[src/rtl/resp_join_cut.sv]
// resp_join_cut: joins per-cluster Ara response streams into one registered response toward CVA6.
// Optional feature macro RESP_JOIN_ID_CHECK_EN adds a sticky cross-cluster trans-ID mismatch flag.
module resp_join_cut #(
  parameter int NrClusters   = 2,
  parameter int DataWidth    = 64,
  parameter int TransIdWidth = 3,
  parameter int FifoDepth    = 2
) (
  input  logic                               clk_i,
  input  logic                               rst_ni,
  input  logic [NrClusters-1:0]              resp_valid_i,
  output logic [NrClusters-1:0]              resp_ready_o,
  input  logic [NrClusters*DataWidth-1:0]    resp_result_i,
  input  logic [NrClusters*TransIdWidth-1:0] resp_trans_id_i,
  input  logic [NrClusters-1:0]              resp_error_i,
  input  logic [NrClusters*5-1:0]            resp_fflags_i,
  output logic                               resp_valid_o,
  input  logic                               resp_ready_i,
  output logic [DataWidth-1:0]               resp_result_o,
  output logic [TransIdWidth-1:0]            resp_trans_id_o,
  output logic                               resp_error_o,
  output logic [4:0]                         resp_fflags_o,
  output logic                               id_mismatch_o
);
  localparam int PtrWidth   = $clog2(FifoDepth) + 1;
  localparam int IdxWidth   = (FifoDepth > 1) ? $clog2(FifoDepth) : 1;
  localparam int MemDepth   = 1 << IdxWidth;
  localparam int EntryWidth = DataWidth + TransIdWidth + 6;
  localparam logic [PtrWidth-1:0] LastIdx = PtrWidth'(FifoDepth - 1);
  localparam logic [PtrWidth-1:0] FullCnt = PtrWidth'(FifoDepth);
  localparam logic [PtrWidth-1:0] PtrZero = PtrWidth'(0);
  localparam logic [PtrWidth-1:0] PtrOne  = PtrWidth'(1);

  // entry layout: {error, fflags, trans_id, result}
  logic [EntryWidth-1:0]   mem_r    [NrClusters][MemDepth];
  logic [PtrWidth-1:0]     rd_ptr_r [NrClusters];
  logic [PtrWidth-1:0]     wr_ptr_r [NrClusters];
  logic [PtrWidth-1:0]     cnt_r    [NrClusters];
  logic [EntryWidth-1:0]   head_s   [NrClusters];
  logic [EntryWidth-1:0]   entry_s  [NrClusters];
  logic [NrClusters-1:0]   full_s;
  logic [NrClusters-1:0]   empty_s;
  logic [NrClusters-1:0]   push_s;
  logic                    all_avail_s;
  logic                    load_s;
  logic                    merged_error_s;
  logic [4:0]              merged_fflags_s;
  logic                    valid_r;
  logic [DataWidth-1:0]    result_r;
  logic [TransIdWidth-1:0] trans_id_r;
  logic                    error_r;
  logic [4:0]              fflags_r;

  // Per-cluster FIFO status, heads and incoming entries
  always_comb begin
    for (int i = 0; i < NrClusters; i++) begin
      full_s[i]  = (cnt_r[i] == FullCnt);
      empty_s[i] = (cnt_r[i] == PtrZero);
      push_s[i]  = resp_valid_i[i] && !full_s[i];
      head_s[i]  = mem_r[i][rd_ptr_r[i][IdxWidth-1:0]];
      entry_s[i] = {resp_error_i[i], resp_fflags_i[i*5 +: 5],
                    resp_trans_id_i[i*TransIdWidth +: TransIdWidth],
                    resp_result_i[i*DataWidth +: DataWidth]};
    end
  end

  // Join condition and merge of the FIFO heads
  always_comb begin
    all_avail_s     = &(~empty_s);
    load_s          = all_avail_s && (!valid_r || resp_ready_i);
    merged_error_s  = 1'b0;
    merged_fflags_s = 5'b00000;
    for (int i = 0; i < NrClusters; i++) begin
      merged_error_s  = merged_error_s | head_s[i][EntryWidth-1];
      merged_fflags_s = merged_fflags_s | head_s[i][DataWidth+TransIdWidth +: 5];
    end
  end

  // FIFO storage; contents need no reset since pointers define validity
  always_ff @(posedge clk_i) begin
    for (int i = 0; i < NrClusters; i++) begin
      if (push_s[i]) begin
        mem_r[i][wr_ptr_r[i][IdxWidth-1:0]] <= entry_s[i];
      end
    end
  end

  // FIFO pointers and occupancy; every FIFO pops together on an output load
  always_ff @(posedge clk_i or negedge rst_ni) begin
    if (!rst_ni) begin
      for (int i = 0; i < NrClusters; i++) begin
        rd_ptr_r[i] <= PtrZero;
        wr_ptr_r[i] <= PtrZero;
        cnt_r[i]    <= PtrZero;
      end
    end else begin
      for (int i = 0; i < NrClusters; i++) begin
        if (push_s[i]) begin
          wr_ptr_r[i] <= (wr_ptr_r[i] == LastIdx) ? PtrZero : wr_ptr_r[i] + PtrOne;
        end
        if (load_s) begin
          rd_ptr_r[i] <= (rd_ptr_r[i] == LastIdx) ? PtrZero : rd_ptr_r[i] + PtrOne;
        end
        case ({push_s[i], load_s})
          2'b10:   cnt_r[i] <= cnt_r[i] + PtrOne;
          2'b01:   cnt_r[i] <= cnt_r[i] - PtrOne;
          default: cnt_r[i] <= cnt_r[i];
        endcase
      end
    end
  end

  // Output cut register; payload only changes on a load so it holds under backpressure
  always_ff @(posedge clk_i or negedge rst_ni) begin
    if (!rst_ni) begin
      valid_r    <= 1'b0;
      result_r   <= {DataWidth{1'b0}};
      trans_id_r <= {TransIdWidth{1'b0}};
      error_r    <= 1'b0;
      fflags_r   <= 5'b00000;
    end else if (load_s) begin
      valid_r    <= 1'b1;
      result_r   <= head_s[0][DataWidth-1:0];
      trans_id_r <= head_s[0][DataWidth +: TransIdWidth];
      error_r    <= merged_error_s;
      fflags_r   <= merged_fflags_s;
    end else if (resp_ready_i) begin
      valid_r    <= 1'b0;
    end
  end

`ifdef RESP_JOIN_ID_CHECK_EN
  logic mismatch_s;
  logic id_mismatch_r;

  // Any head trans-ID differing from cluster 0's
  always_comb begin
    mismatch_s = 1'b0;
    for (int i = 1; i < NrClusters; i++) begin
      if (head_s[i][DataWidth +: TransIdWidth] != head_s[0][DataWidth +: TransIdWidth]) begin
        mismatch_s = 1'b1;
      end else begin
        mismatch_s = mismatch_s;
      end
    end
  end

  // Sticky mismatch flag, cleared only by reset
  always_ff @(posedge clk_i or negedge rst_ni) begin
    if (!rst_ni) begin
      id_mismatch_r <= 1'b0;
    end else if (load_s && mismatch_s) begin
      id_mismatch_r <= 1'b1;
    end
  end

  assign id_mismatch_o = id_mismatch_r;

`ifndef SYNTHESIS
  resp_join_cut_id_chk u_id_chk (
    .clk_i    (clk_i),
    .rst_ni   (rst_ni),
    .load     (load_s),
    .mismatch (mismatch_s)
  );
`endif
`else
  assign id_mismatch_o = 1'b0;
`endif

  assign resp_ready_o    = ~full_s;
  assign resp_valid_o    = valid_r;
  assign resp_result_o   = result_r;
  assign resp_trans_id_o = trans_id_r;
  assign resp_error_o    = error_r;
  assign resp_fflags_o   = fflags_r;

endmodule

`ifdef RESP_JOIN_ID_CHECK_EN
`ifndef SYNTHESIS
// Simulation checker: flags any merge of responses carrying different trans-IDs.
module resp_join_cut_id_chk (
  input logic clk_i,
  input logic rst_ni,
  input logic load,
  input logic mismatch
);
  // Mismatch must never accompany a load
  always @(posedge clk_i) begin
    if (rst_ni) begin
      id_match_a: assert (!(load && mismatch))
        else $error("resp_join_cut: trans-ID mismatch across clusters");
    end
  end
endmodule
`endif
`endif

[config.mk]
export PLATFORM = sky130hd
export DESIGN_NAME = resp_join_cut
export DESIGN_NICKNAME = d
export VERILOG_FILES = /design/src/rtl/resp_join_cut.sv
export SDC_FILE = /design/constraint.sdc
export NUM_CORES = 1
export LEC_CHECK = 0
export ABC_AREA = 1
export CAP_MARGIN = 0
export CORE_ASPECT_RATIO = 0.6
export CORE_UTILIZATION = 30
export CTS_BUF_LIST = sky130_fd_sc_hd__clkbuf_8
export CTS_CLUSTER_SIZE = 28
export DETAILED_ROUTE_END_ITERATION = 12
export SETUP_SLACK_MARGIN = 0.2
export SLEW_MARGIN = 20
export SYNTH_ARGS = -nofsm -noshare
export SYNTH_HDL_FRONTEND = slang
export SYNTH_SLANG_ARGS = --single-unit
[constraint.sdc]
create_clock -name clk_i -period 10.5 [get_ports clk_i]
set_input_delay 1.575 -clock clk_i [delete_from_list [all_inputs] [get_ports clk_i]]
set_output_delay 1.575 -clock clk_i [all_outputs]
set_load 0.1 [all_outputs]
==> metrics.cfg <==
[detailed_routing]
wl_um=22100
met2_wirelength_um=9150
top_layer=met5
vias=6025
drtIter0Drc=280
wl_per_cell_um=15.5
drt-vias-per-instance=4.22
ant_nets=0
drc=0
met1_length_um=11200
wl_met3_um=1330
first_pass_iters=5

[floorplanning]
dieWidth_um=228
die-area_mm2=0.0313
rows=49
start_util=0.306
coreArea_mm2=0.0300
die_h_um=137
ios=228

[cells_and_area]
finalNonFillerCells=1427
antenna_cells=0
area_growth_pct=29.5
drive_gt1_frac=0.0658
nNetsFinal=1145

[global_routing]
grt_max_degree=76
grt_pass1_wl_um=33700
track_usage=0.143
grt-ovfl-total=0
antenna_found_initial=1
grt_pass1_vias=5827

[clocking]
clk_pin_slew_ns=0.06
postCtsSetupBuffers=0
cts.sinks=240
cts_hold_buf=0
clockBufferDepth=3
cts-resized-gates=0
cts_tree=built
clkLatencyLatePin_ns=0.54
cts_max_level=2
clockRootBuffer=clkbuf_8
cts_buffers=39

[timing]
final-setup-viol-count=0
max_slew_margin=0.299
period_needed_ns=3.84
max_freq_mhz=260
worst_slew_pin_slew_ns=1.05
hold_viol=0
fin_crit_sh=0.366
rsz0062_at_grt=no
timing.setup.tns_ns=0
finalClockSkew_ns=0.0277
drv_slew=0

[synth]
ys_ff_latch=240
synth_most_common_cell=nand2_1
synth_top_area_share=0.517
synth_top_flop_cell=edfxtp_1
synth_common_cells=nand2_1 (413), edfxtp_1 (158), dfrtp_1 (82)
synth.area.top_cells=edfxtp_1 (52%), dfrtp_1 (22%), nand2_1 (17%), nand3_1 (3.9%), inv_1 (1.4%)
syn_avg_cell_area_um2=11.1
syn_nets=976
ys_async_sr_fraction=0.342
synthesis.area_mm2=0.00917
yosys.area.top_type=edfxtp_1
yosys_warnings=0
synthCells=823
ys_seq_area_frac=0.741
synth_edf_count=158
synth_cell_types=20

[critical_path]
path_max_fanout=5
crit_type=register to primary output
crit_path_start_kind=register
arrival_ns=2.27
worstSetupEndpointType=primary output
required_ns=8.93

[placed_design]
dp_hpwl_um=12100
globalplace.congestion=0.703
dp_cells=1359
port-buffer-count=159

[status]
outcome=complete, no violations

[job]
maxCapViolCount=0

[hold_path]
hp-class=register to register

[logic make-up (layout without fill, tap and decap cells)]
kind of cell | Yosys count | in the layout | share of synthesized area
AND/OR/NAND/NOR | 500 | 500 | 0.217
flip-flops | 240 | 240 | 0.741
other | 1 | 1 | 0.000409
buffers and inverters | 76 | 272 | 0.0363
adder cells (fa/ha/maj) | 2 | 2 | 0.00273
AO/OA/AOI/OAI | 2 | 2 | 0.00109
XOR/XNOR | 2 | 2 | 0.00191
[area by class of cell]
type | instances | area (µm²)
well taps | 408 | 510
fillers | 2928 | 18100
repair buffers | 168 | 1660
inverters | 36 | 135
clock inverters | 26 | 138
multi-input cells | 507 | 2060
clock buffers | 42 | 578
flip-flops and latches | 240 | 6800
[flip-flops by register name, summed over array words and instances, names as in the netlist]
name / flops
mem_r: 158
resp_result_o: 64
resp_fflags_o: 5
cnt_r: 4
resp_trans_id_o: 3
rd_ptr_r: 2
wr_ptr_r: 2
resp_error_o: 1
resp_valid_o: 1
[path summary, 6_finish.rpt]
kind / slack, ns / startpoint / to / cells past startpoint
hold reg to reg: 0.47 / resp_result_o[0] / resp_result_o[0] / 2
hold / removal: 0.47 / resp_result_o[0] / resp_result_o[0] / 2
setup reg to reg: 7.93 / cnt_r[2] / resp_result_o[26] / 6
setup / recovery: 6.66 / cnt_r[0] / resp_ready_o[1] / 3
min in group asynchronous: 1.07 / rst_ni / resp_trans_id_o[0] / 1
max in group asynchronous: 8.35 / rst_ni / resp_result_o[17] / 2
[cells in the final DEF (no fill, tap or decap), drive strengths merged]
master,instances
xnor2,2
edfxtp,158
inv,51
clkdlybuf4s50,158
nor2,11
clkbuf,42
buf,10
conb,1
clkinvlp,3
ha,2
or2,2
nand3,71
nand2,414
clkinv,7
nand4,2
bufinv,1
a21oi,2
dfrtp,82
[layer usage]
| metal | global-route usage | up-vias |
|---|---|---|
| met5 | 0 | - |
| met4 | 0.0409 | 2 |
| met3 | 0.0437 | 41 |
| met2 | 0.206 | 151 |
| met1 | 0.205 | 2822 |
| li1 | - | 3009 |
[critical path: stages (launching register included)]
cell             delay [ns]
dfrtp_1                0.41
inv_1                  0.07
nand2_1                0.12
clkdlybuf4s50_1        1.15
[metrics by stage]
stage / cell area [µm²] / worst slack [ns] / hold slack (ns) / utilization
global route: 11900 / 6.56 / 0.501 / 0.396
finish: 11900 / 6.66 / 0.467 / 0.396
CTS: 11900 / 6.60 / 0.473 / 0.396
floorplan: 9170 / 5.20 / 0.483 / -
detailed placement: 11200 / 6.33 / 0.458 / 0.372
global placement: 11200 / 6.35 / 0.453 / 0.372
Power is not shown: default switching activity piles up to over one toggle a cycle in this logic, so the estimate is an artifact.
